--- config.mk ---
export PLATFORM = sky130hd
export DESIGN_NAME = regfile_sequencer
export DESIGN_NICKNAME = d
export VERILOG_FILES = /design/src/rtl/regfile_sequencer_pkg.sv /design/src/rtl/regfile_sequencer.sv
export SDC_FILE = /design/constraint.sdc
export NUM_CORES = 1
export LEC_CHECK = 0
export BUFFER_PORTS_ARGS = -buffer_cell sky130_fd_sc_hd__buf_4
export CAP_MARGIN = 15
export CORE_MARGIN = 3
export CORE_UTILIZATION = 30
export CTS_CLUSTER_DIAMETER = 200
export DETAILED_ROUTE_END_ITERATION = 7
export SETUP_SLACK_MARGIN = 0.2
export SLEW_MARGIN = 30
export SYNTH_ARGS = -nofsm -noshare
export SYNTH_HDL_FRONTEND = slang
export SYNTH_SLANG_ARGS = --single-unit
--- constraint.sdc ---
create_clock -name clk -period 1.4 [get_ports clk]
set_input_delay 0.07 -clock clk [delete_from_list [all_inputs] [get_ports clk]]
set_output_delay 0.07 -clock clk [all_outputs]
set_load 0.02 [all_outputs]
--- src/rtl/regfile_sequencer_pkg.sv ---
// ============================================================================
//  Module   : rsm_defs (package)
//  Purpose  : Shared ISA field codes, mux select codes, state encoding and
//             control-word layout for the regfile sequencer.
//  Revision : 1.0 - initial release
// ============================================================================
`default_nettype none

package rsm_defs;

  localparam logic [2:0] OPC_MOV    = 3'b110;
  localparam logic [2:0] OPC_ALU    = 3'b101;

  localparam logic [1:0] OP_ADD     = 2'b00;
  localparam logic [1:0] OP_CMP     = 2'b01;
  localparam logic [1:0] OP_AND     = 2'b10;
  localparam logic [1:0] OP_MVN     = 2'b11;
  localparam logic [1:0] OP_MOVIMM  = 2'b10;
  localparam logic [1:0] OP_MOVREG  = 2'b00;

  localparam logic [2:0] NSEL_NONE  = 3'b000;
  localparam logic [2:0] NSEL_RN    = 3'b001;
  localparam logic [2:0] NSEL_RD    = 3'b010;
  localparam logic [2:0] NSEL_RM    = 3'b100;

  localparam logic [1:0] VSEL_C     = 2'b00;
  localparam logic [1:0] VSEL_IMM   = 2'b01;

  typedef enum logic [3:0] {
    S_WAIT      = 4'd0,
    S_DECODE    = 4'd1,
    S_WRITE_IMM = 4'd2,
    S_GET_A     = 4'd3,
    S_GET_B     = 4'd4,
    S_SHIFT     = 4'd5,
    S_ALU       = 4'd6,
    S_CMP       = 4'd7,
    S_WRITE_REG = 4'd8
  } state_t;

  typedef struct packed {
    logic       w;
    logic [2:0] nsel;
    logic [1:0] vsel;
    logic       write;
    logic       loada;
    logic       loadb;
    logic       asel;
    logic       bsel;
    logic       loadc;
    logic       loads;
  } ctrl_t;

  localparam ctrl_t CTRL_IDLE = '{w: 1'b1, nsel: NSEL_NONE, vsel: VSEL_C, default: 1'b0};

  // Moore output decode: the control word belonging to each state.
  function automatic ctrl_t state_ctrl(input state_t st);
    ctrl_t c;
    c = '{nsel: NSEL_NONE, vsel: VSEL_C, default: 1'b0};
    case (st)
      S_WAIT:      c.w = 1'b1;
      S_WRITE_IMM: begin c.nsel = NSEL_RN; c.vsel = VSEL_IMM; c.write = 1'b1; end
      S_GET_A:     begin c.nsel = NSEL_RN; c.loada = 1'b1; end
      S_GET_B:     begin c.nsel = NSEL_RM; c.loadb = 1'b1; end
      S_SHIFT:     begin c.asel = 1'b1; c.loadc = 1'b1; end
      S_ALU:       c.loadc = 1'b1;
      S_CMP:       c.loads = 1'b1;
      S_WRITE_REG: begin c.nsel = NSEL_RD; c.vsel = VSEL_C; c.write = 1'b1; end
      default:     c = c;
    endcase
    return c;
  endfunction

endpackage

`default_nettype wire

--- src/rtl/regfile_sequencer.sv ---
// ============================================================================
//  Module   : regfile_sequencer
//  Purpose  : Moore control FSM sequencing regfile reads/writes and datapath
//             load enables for one instruction per start pulse.
//  Revision : 1.0 - initial release
// ============================================================================
`default_nettype none

module regfile_sequencer
  import rsm_defs::*;
(
  input  logic       clk,
  input  logic       reset,
  input  logic       s,
  input  logic [2:0] opcode,
  input  logic [1:0] op,
  output logic       w,
  output logic [2:0] nsel,
  output logic [1:0] vsel,
  output logic       write,
  output logic       loada,
  output logic       loadb,
  output logic       asel,
  output logic       bsel,
  output logic       loadc,
  output logic       loads
);

  state_t     state_q, state_d;
  logic [2:0] opc_q, opc_d;
  logic [1:0] op_q, op_d;
  ctrl_t      ctrl_q, ctrl_d;

  always_comb begin
    state_d = state_q;
    opc_d   = opc_q;
    op_d    = op_q;
    case (state_q)
      S_WAIT: begin
        if (s) begin
          state_d = S_DECODE;
          opc_d   = opcode;
          op_d    = op;
        end
      end
      S_DECODE: begin
        if (opc_q == OPC_MOV && op_q == OP_MOVIMM)      state_d = S_WRITE_IMM;
        else if (opc_q == OPC_MOV && op_q == OP_MOVREG) state_d = S_GET_B;
        else if (opc_q == OPC_ALU)                      state_d = (op_q == OP_MVN) ? S_GET_B : S_GET_A;
        else                                            state_d = S_WAIT;
      end
      S_WRITE_IMM: state_d = S_WAIT;
      S_GET_A:     state_d = S_GET_B;
      S_GET_B: begin
        if (opc_q == OPC_MOV)     state_d = S_SHIFT;
        else if (op_q == OP_CMP)  state_d = S_CMP;
        else                      state_d = S_ALU;
      end
      S_SHIFT:     state_d = S_WRITE_REG;
      S_ALU:       state_d = S_WRITE_REG;
      S_CMP:       state_d = S_WAIT;
      S_WRITE_REG: state_d = S_WAIT;
      default:     state_d = S_WAIT;
    endcase
    // Outputs are registered from the next state so they track the current state exactly.
    ctrl_d = state_ctrl(state_d);
  end

  always_ff @(posedge clk or posedge reset) begin
    if (reset) begin
      state_q <= S_WAIT;
      opc_q   <= 3'b000;
      op_q    <= 2'b00;
      ctrl_q  <= CTRL_IDLE;
    end else begin
      state_q <= state_d;
      opc_q   <= opc_d;
      op_q    <= op_d;
      ctrl_q  <= ctrl_d;
    end
  end

  assign w     = ctrl_q.w;
  assign nsel  = ctrl_q.nsel;
  assign vsel  = ctrl_q.vsel;
  assign write = ctrl_q.write;
  assign loada = ctrl_q.loada;
  assign loadb = ctrl_q.loadb;
  assign asel  = ctrl_q.asel;
  assign bsel  = ctrl_q.bsel;
  assign loadc = ctrl_q.loadc;
  assign loads = ctrl_q.loads;

endmodule

`default_nettype wire
==> results of run 1 <==
[stage by stage]
stage	TNS [ps]	area [um^2]	utilization (%)	setup slack [ps]	instances
after floorplan	-111	917	-	-55.4	73
after global placement	-152	1150	44.3	-41.5	131
after detailed placement	-412	1150	44.3	-121	131
after CTS	-420	1400	53.9	-132	146
after global routing	-1710	1440	55.6	-256	148
final	-1080	1440	55.6	-156	148
[cells by family after synthesis]
family          share of synthesized area [%]
xor+xnor                                 1.02
mux                                      6.57
simple gates                             18.7
flops                                    58.5
other cells                             0.438
buf+inv                                  4.52
compound gates                           10.2
[timing repair]
action                                 4_1_cts  5_1_grt
pin swaps                                    9        8
buffers inserted                             5        2
setup endpoints to repair                   17       18
resized for setup                           24        7
endpoints found under the hold margin       24        0
hold buffers                                 6        0
[routing by layer]
metal / wire, um / up-vias
met5: 0 / -
met1: 740 / 360
li1: - / 349
met4: 10 / 0
met2: 1040 / 19
met3: 112 / 2
[synth_stat cells (all sizes together)]
| cell | number |
|---|---|
| a21boi | 1 |
| a21oi | 3 |
| a31oi | 1 |
| and3b | 1 |
| and4bb | 1 |
| buf | 3 |
| clkbuf | 2 |
| conb | 1 |
| dfrtp | 19 |
| dfstp | 1 |
| inv | 3 |
| mux2 | 5 |
| nand2 | 2 |
| nand2b | 1 |
| nand4 | 1 |
| nand4b | 2 |
| nor2 | 5 |
| nor2b | 2 |
| nor3 | 3 |
| nor4b | 3 |
| o211ai | 2 |
| o21ai | 2 |
| o21bai | 2 |
| o22ai | 1 |
| o31a | 1 |
| or2 | 1 |
| or3 | 1 |
| or4b | 1 |
| xnor2 | 1 |
[worst min-delay path, stage by stage]
cell	delay, ps
buf_4	110
nand4b_1	140
o211ai_1	120
buf_4	160
[worst paths after layout]
check,from,endpoint,slack [ps],cells after the start
worst max register to register,opc_q[0],state_q[2],-160,5
min in group asynchronous,reset,asel,340,4
worst min register to register,opc_q[2],opc_q[2],610,1
max in group asynchronous,reset,w,800,4
worst max-delay path,opc_q[0],state_q[2],-160,5
worst min-delay path,s,state_q[0],320,4
[power by group]
| group | internal, mW | leakage (nW) | switching, mW |
|---|---|---|---|
| sequential | 0.778 | 0.258 | 0.145 |
| combinational | 0.895 | 0.392 | 0.711 |
| clock | 0.289 | 0.0279 | 0.188 |
| total | 1.96 | 0.678 | 1.04 |
[final cells by class]
class | instances | area share, %
clock inverter | 1 | 2.09
clock buffer | 3 | 1.57
timing repair buffer | 46 | 26.6
tap | 30 | 2.61
inverter | 3 | 0.783
multi-input combinational | 45 | 31.3
sequential | 20 | 35.0
[state kept, by name (all words and copies together), names as in the netlist]
register  flops
asel          1
loada         1
loadb         1
loadc         1
loads         1
nsel          3
op_q          2
opc_q         3
state_q       4
vsel          1
w             1
write         1
==> metrics.txt, run 1 <==
most frequent cells in the layout=buf_4 (34), dfrtp_1 (17), dlygate4sd3_1 (6), buf_6 (6), mux2_4 (5); filler cell count=219; unrepaired setup endpoints after global routing=yes; Core ar.=2590 um^2; CP bufs+invs=1; Clock Path Buffers=2; number of max-cap violations=0; Tot Pwr=3.01 mW; max incr delay on CP=about 560 ps; Mapped Avg Cell Area=11.9 um^2; clk_lat worst skew=300 ps; Post-route DRC=0; GRT Max-Usage Layer=met2; multi-input combinational cell area=450 um^2; fin. max-slew vios=0; post-route ant nets=0; fmax=643 MHz; most common cell after layout, fill and taps aside=buf_4; Final #Nets=127; failing checks=setup timing; clock-pin slew of the registers on the worst-case setup and hold paths=~120 ps; Synth area leader=dfrtp_1; Hold WC Path Type=in2reg; die height=59.5 um; CP Cell Sequence=or4b_4, a21boi_4, buf_6, o211ai_1, a21oi_1; post-DR vias/cell=4.93; Hold Vio Cnt, Final=0; I/O pin total=21; Buffers on Ports=18; CP max FO=2; vias in the first global route=733; top cell family by delay on the critical path=simple AND/OR/NAND/NOR gates; Leakage=0.678 nW; initial DRC count=11; CP arrival=1790 ps; grt met1 use=between 10% and 20%; pwr dens=2090 nW/um^2; root buffer cell=clkbuf_4; Final setup viols=9; Die W=59.5 um; Worst Hold Slack=318 ps; worst setup path class=reg2reg; grt ovf=0; Initial Utilization=between 30% and 40%; post-synthesis sequential area ratio=58.5%; drt pass-1 iters=4; VDD IR max=1.56 mV; WL final=roughly 1900 um; TritonCTS clock tree=done; HPWL Detailed=1280 um; largest net degree at the start of global routing=21; Mapped Area=857 um^2; H-Tree Level Count=1; DR WL/cell=12.8 um; n_diodes=0; outcome=complete, but fails checks; GRT Total Usage=~12%; top post-synthesis cells by area=dfrtp_1 (55%), mux2_2 (6.6%), dfstp_2 (3.1%); initial antenna violation count=0; first-pass GRT wire length=~3300 um; cts bufs inserted=3; cell row count=18; Seq cells post-synth=20; WP data required=1640 ps; final worst-path cycle share=111%; DR vias=730; Yosys warnings=0; Netlist cell types=32; Synth-to-Final Area Change=67.9%; Worst path slowest cell=or4b_4; Final Critical Period=1560 ps; Clock Skews=roughly 3.2 ps; GP Congestion=0.738; Syn Inst Count=72; final worst slack=-156 ps; GR Util met3=3.92%; met2 usage=21.8%; crit start category=flip-flop; Reg area=504 um^2; clock sinks=20; layout cells sized above 1=61.9%; Die ar.=3530 um^2; Worst setup EP type=flip-flop; Synth top area share=55.5%
(Power assumes the default switching activity.)
==> inputs of run 2 (changes only) <==
- PLACE_DENSITY: unset -> 0.5
==> run 2 against run 1 <==
The flow still finishes with violations (setup timing). Core utilization shrank 3.7 points. First-iteration DRC count is 82% lower. Design area is 6.7% lower. Sequential share of layout area rose by 2.5 points. Flip-flop and latch count unchanged. Power is 12% lower. Clock skew down 2.2 ps. Register-to-register slack better by 40 ps. Maximum frequency increased by 2.9%. Largest cell class unchanged. Largest power group unchanged.
==> metrics.txt, run 2 (same netlist as run 1, synthesis figures left out) <==
Worst Hold Slack=308 ps (-10.0 ps); Die ar.=3530 um^2 (unchanged); most common cell after layout, fill and taps aside=buf_4; Hold Vio Cnt, Final=0 (unchanged); final worst slack=-113 ps (+43.2 ps); Initial Utilization=33.1% (unchanged); HPWL Detailed=1310 um (+2.7%); grt ovf=0 (unchanged); post-route cell area=1340 um^2 (-6.7%); Final #Nets=123 (-3.1%); Leakage=0.631 nW (-6.9%); Placed Area=1150 um^2 (unchanged); TritonCTS clock tree=done; post-DR vias/cell=4.69 (-4.8%); final worst-path cycle share=108% (-3.1 points); clk_lat worst skew=290 ps (about the same); Worst setup EP type=flip-flop; Clock Path Buffers=2 (unchanged); Buffers on Ports=18 (unchanged); vias in the first global route=681 (-7.1%); CP max FO=2 (unchanged); Post-route DRC=0 (unchanged); Tot Pwr=2.64 mW (-12%); pwr dens=1970 nW/um^2 (-5.7%); crit start category=flip-flop; max reg flops=4 (unchanged); root buffer cell=clkbuf_4; Hold Path Sink=state_q[0]; r2r startpoint=op_q[0]; die height=59.5 um (unchanged); Clock Skews=1.05 ps (-2.17 ps); number of max-cap violations=0 (unchanged); DR WL/cell=12.3 um (-4.0%); DR vias=676 (-7.4%); most frequent cells in the layout=buf_4 (32), dfrtp_1 (17), dlygate4sd3_1 (6); Final Critical Period=1510 ps (-43.2 ps); WL final=1770 um (-6.6%); failing checks=setup timing; cell row count=18 (unchanged); largest net degree at the start of global routing=21 (unchanged); Top reg by flops=state_q; worst setup path class=reg2reg; n_diodes=0 (unchanged); Synth-to-Final Area Change=56.6%; post-route ant nets=0 (unchanged); initial DRC count=2 (-9); Critical R2R Capture=state_q[2]; WP data required=1630 ps (about the same); GRT Total Usage=11.4% (-0.82 points); post-layout util=51.8% (-3.7 points); VDD IR max=1.05 mV (-33%); clock-pin slew of the registers on the worst-case setup and hold paths=110 ps (about the same); hold_sp=s; GP Congestion=0.741 (+0.38%); Core ar.=2590 um^2 (unchanged); fin. max-slew vios=0 (unchanged); clock sinks=20 (unchanged); Hold Path Stages=4 (unchanged); first-pass GRT wire length=2980 um (-8.5%); fmax=661 MHz (+2.9%); cts bufs inserted=3 (unchanged); I/O pin total=21 (unchanged); unrepaired setup endpoints after global routing=yes; Die W=59.5 um (unchanged); layout cells sized above 1=57.0% (-4.8 points); initial antenna violation count=0 (unchanged); drt pass-1 iters=4 (unchanged); Reg2Reg Setup Slack=-110 ps (+40 ps); outcome=complete, but fails checks; Final setup viols=6 (-3); Setup crit start=op_q[0]; Worst Reg2Reg Path Length in Cells=5 (unchanged); CP arrival=1740 ps (-50 ps); Hold WC Path Type=in2reg; H-Tree Level Count=1 (unchanged)
-- run 2: how the worst max path moves through the flow --
stage	endpoint	slack, ps	cells past startpoint
after floorplan	loadb	-60	4
after global placement	loadb	-70	4
after detailed placement	nsel[2]	-130	4
after CTS	loadb	-110	4
after global routing	state_q[2]	-220	5
final	state_q[2]	-110	5
-- run 2: repair_timing --
item	in CTS	in global routing
hold buffers	5	1
buffers inserted	3	0
resized for setup	17	3
hold endpoints to repair	23	1
pin swaps	9	6
setup endpoints to repair	17	17
gates cloned	0	0
-- run 2: worst max-delay path, cell delays in order (launching register included) --
cell      delay, ps
dfrtp_1         400
or4b_1          540
a21boi_2        170
buf_4           130
o211ai_1         90
a21oi_1         120
-- run 2: metrics by stage --
| stage | setup WS, ps | setup TNS [ps] | cells |
|---|---|---|---|
| after floorplan | -55.4 | -111 | 73 |
| after global placement | -66.9 | -133 | 131 |
| after detailed placement | -129 | -235 | 131 |
| after CTS | -112 | -445 | 143 |
| after global routing | -222 | -983 | 144 |
| final | -113 | -393 | 144 |
-- run 2: cell type report --
type / count / area, um^2
clock buffers: 4 / 36.3
fillers: 230 / 1250
inverters: 3 / 11.3
multi-input cells: 45 / 408
flip-flops and latches: 20 / 504
well taps: 30 / 37.5
repair buffers: 42 / 345
-- run 2: power breakdown --
part	total [mW]	internal [mW]	switching, mW	leakage [nW]
registers	0.911	0.778	0.133	0.258
clock network	0.330	0.158	0.172	0.0210
logic	1.40	0.765	0.638	0.352
total	2.64	1.70	0.942	0.631
-- run 2: per-layer routing --
metal,vias up,routed length (um),part of all wire [%],global-route usage (%)
li1,338,-,-,-
met4,0,13,0.73,3.88
met2,15,924,52,20.0
met5,-,0,0,0
met1,321,762,43,13.6
met3,2,72,4.1,2.61
==> inputs of run 3 (changes only) <==
- ABC_AREA: unset -> 1
==> run 3 against run 2 <==
The flow now finishes without violations. Sequential power is 2% higher. Register-to-register slack better by 310 ps. Via count down 1.3%. Clock skew rose by 10 ps. Sequential share of layout area is 3.6 points higher. Clock power increased by 43%. Hold slack worse by 280 ps. Synthesized area up 1.5%. Count of clock-buffer cells in the layout decreased by 1. Maximum frequency up 26%. Synthesized cell count increased by 28%.
==> metrics.txt, run 3 <==
outcome=finished, final reports clean; most frequent cells in the layout=buf_4 (24), dfrtp_1 (18), nand2_1 (14); Mapped Avg Cell Area=9.45 um^2 (-21%); WP data required=1610 ps (-20 ps); pwr dens=2130 nW/um^2 (+8.3%); clock sinks=20 (unchanged); Worst Hold Slack=24.0 ps (-284 ps); grt ovf=0 (unchanged); unrepaired setup endpoints after global routing=yes; Die ar.=3580 um^2 (+1.3%); Netlist cell types=18 (-44%); max reg flops=4 (unchanged); number of max-cap violations=0 (unchanged); layout cells sized above 1=47.6% (-9.4 points); fmax=831 MHz (+26%); top post-synthesis cells by area=dfrtp_1 (55%), nand2_1 (7.8%), nor2_2 (5.0%); Syn Inst Count=92 (+28%); initial antenna violation count=0 (unchanged); TritonCTS clock tree=done; n_diodes=0 (unchanged); I/O pin total=21 (unchanged); post-DR vias/cell=4.33 (-7.7%); Yosys warnings=0 (unchanged); vias in the first global route=639 (-6.2%); GP Congestion=0.752 (+1.6%); most common cell after layout, fill and taps aside=buf_4; Finished Layout Cells=154 (+6.9%); Seq cells post-synth=20 (unchanged); Tot Pwr=2.60 mW (-1.5%); Die W=59.8 um (+0.66%); first-pass GRT wire length=2860 um (-4.2%); top-count cell post-synth=dfrtp_1; Post-route DRC=0 (unchanged); CP arrival=1410 ps (-330 ps); clk_lat worst skew=300 ps (about the same); post-route ant nets=0 (unchanged); Mapped Area=870 um^2 (+1.5%); WL final=1630 um (-8.0%); post-synthesis sequential area ratio=57.7% (-0.84 points); ys flop type=dfrtp_1; final worst slack=197 ps (+310 ps); clock-pin slew of the registers on the worst-case setup and hold paths=120 ps (about the same); async set or reset register ratio after synthesis=100% (unchanged); Post-synth top cells=dfrtp_1 (19), nand2_1 (18), inv_1 (11), nor2_1 (9), nor2_2 (7); CP max FO=4 (+2); fin. max-slew vios=0 (unchanged); Final Critical Period=1200 ps (-310 ps); crit start category=flip-flop; Synth top area share=54.7% (-0.80 points); DR WL/cell=10.6 um (-14%); Initial Utilization=33.3% (+0.19 points); DR vias=667 (-1.3%); H-Tree Level Count=1 (unchanged); Post-synth EDFFs=0 (unchanged); final worst-path cycle share=85.9% (-22 points); cell row count=18 (unchanged); HPWL Detailed=1200 um (-8.7%); largest net degree at the start of global routing=21 (unchanged); worst setup path class=reg2reg; root buffer cell=clkbuf_4; die height=59.8 um (+0.66%); Hold Vio Cnt, Final=0 (unchanged); final setup TNS=0 ps (+393 ps); cts bufs inserted=3 (unchanged); Worst setup EP type=flip-flop; Core ar.=2610 um^2 (+0.87%); drt pass-1 iters=4 (unchanged); initial DRC count=11 (+9); Reg2Reg Setup Slack=200 ps (+310 ps); Buffers on Ports=18 (unchanged); Setup WS pre-CTS=184 ps (+313 ps); Synth-to-Final Area Change=40.4%; Cells after DPL=140 (+6.9%); Synth area leader=dfrtp_1; Leakage=0.661 nW (+4.7%); Hold WC Path Type=in2reg; Clock Path Buffers=2 (unchanged); VDD IR max=1.07 mV (+1.6%); GRT Total Usage=10.9% (-0.53 points); Top reg by flops=state_q; Final #Nets=133 (+8.1%); Final setup viols=0 (-6); Clock Skews=11.3 ps (+10.3 ps)
## run 3: layer usage
metal,track usage [%],share of wire [%],routed length (um)
met5,0,0,0
met4,2.85,0.86,14
met3,4.97,5.5,89
met2,17.1,48,777
met1,13.5,46,749
## run 3: final timing paths
check	startpoint	end	depth (start not counted)
worst max-delay path	state_q[2]	write	6
worst max register to register	state_q[2]	write	6
worst min-delay path	op[1]	op_q[1]	3
min in group asynchronous	reset	opc_q[2]	4
worst min register to register	opc_q[0]	opc_q[0]	2
max in group asynchronous	reset	w	4
## run 3: logic make-up after synthesis
| logic type | synth area share [%] |
|---|---|
| compound gates | 3.60 |
| buf+inv | 7.77 |
| flops | 57.7 |
| mux | 3.88 |
| other cells | 0.431 |
| simple gates | 26.6 |
## run 3: critical path: stages, from the launching register on
cell and delay [ps]:
dfrtp_2 460, nor2_4 130, nand3_2 100, nor2_2 210, nor2_4 70, nand2_2 80, o21bai_2 50
## run 3: what timing repair did
| item | in CTS | in global routing |
|---|---|---|
| setup endpoints to repair | 6 | 9 |
| cloned | 0 | 0 |
| hold endpoints to repair | 22 | 1 |
| buffers inserted | 1 | 4 |
| pin swaps | 2 | 3 |
| resized for setup | 6 | 7 |
| hold buffers | 4 | 1 |
## run 3: area by class of cell
class,instances,area (um^2)
Clock buffer,3,22.5
Tap cell,30,37.5
Fill cell,256,1390
Sequential cell,20,503
Inverter,14,52.6
Clock inverter,1,30.0
Timing Repair Buffer,29,230
Multi-Input combinational cell,57,345
## run 3: power breakdown
group          total (mW)  internal [mW]  switching [mW]
clock               0.471          0.289           0.182
combinational        1.20          0.520           0.682
sequential          0.930          0.785           0.146
total                2.60           1.59            1.01
## run 3: stage by stage
stage	cell area [um^2]	utilization, %
floorplan	873	-
global placement	1040	39.8
detailed placement	1040	39.8
CTS	1170	44.8
global route	1220	46.7
finish	1220	46.7
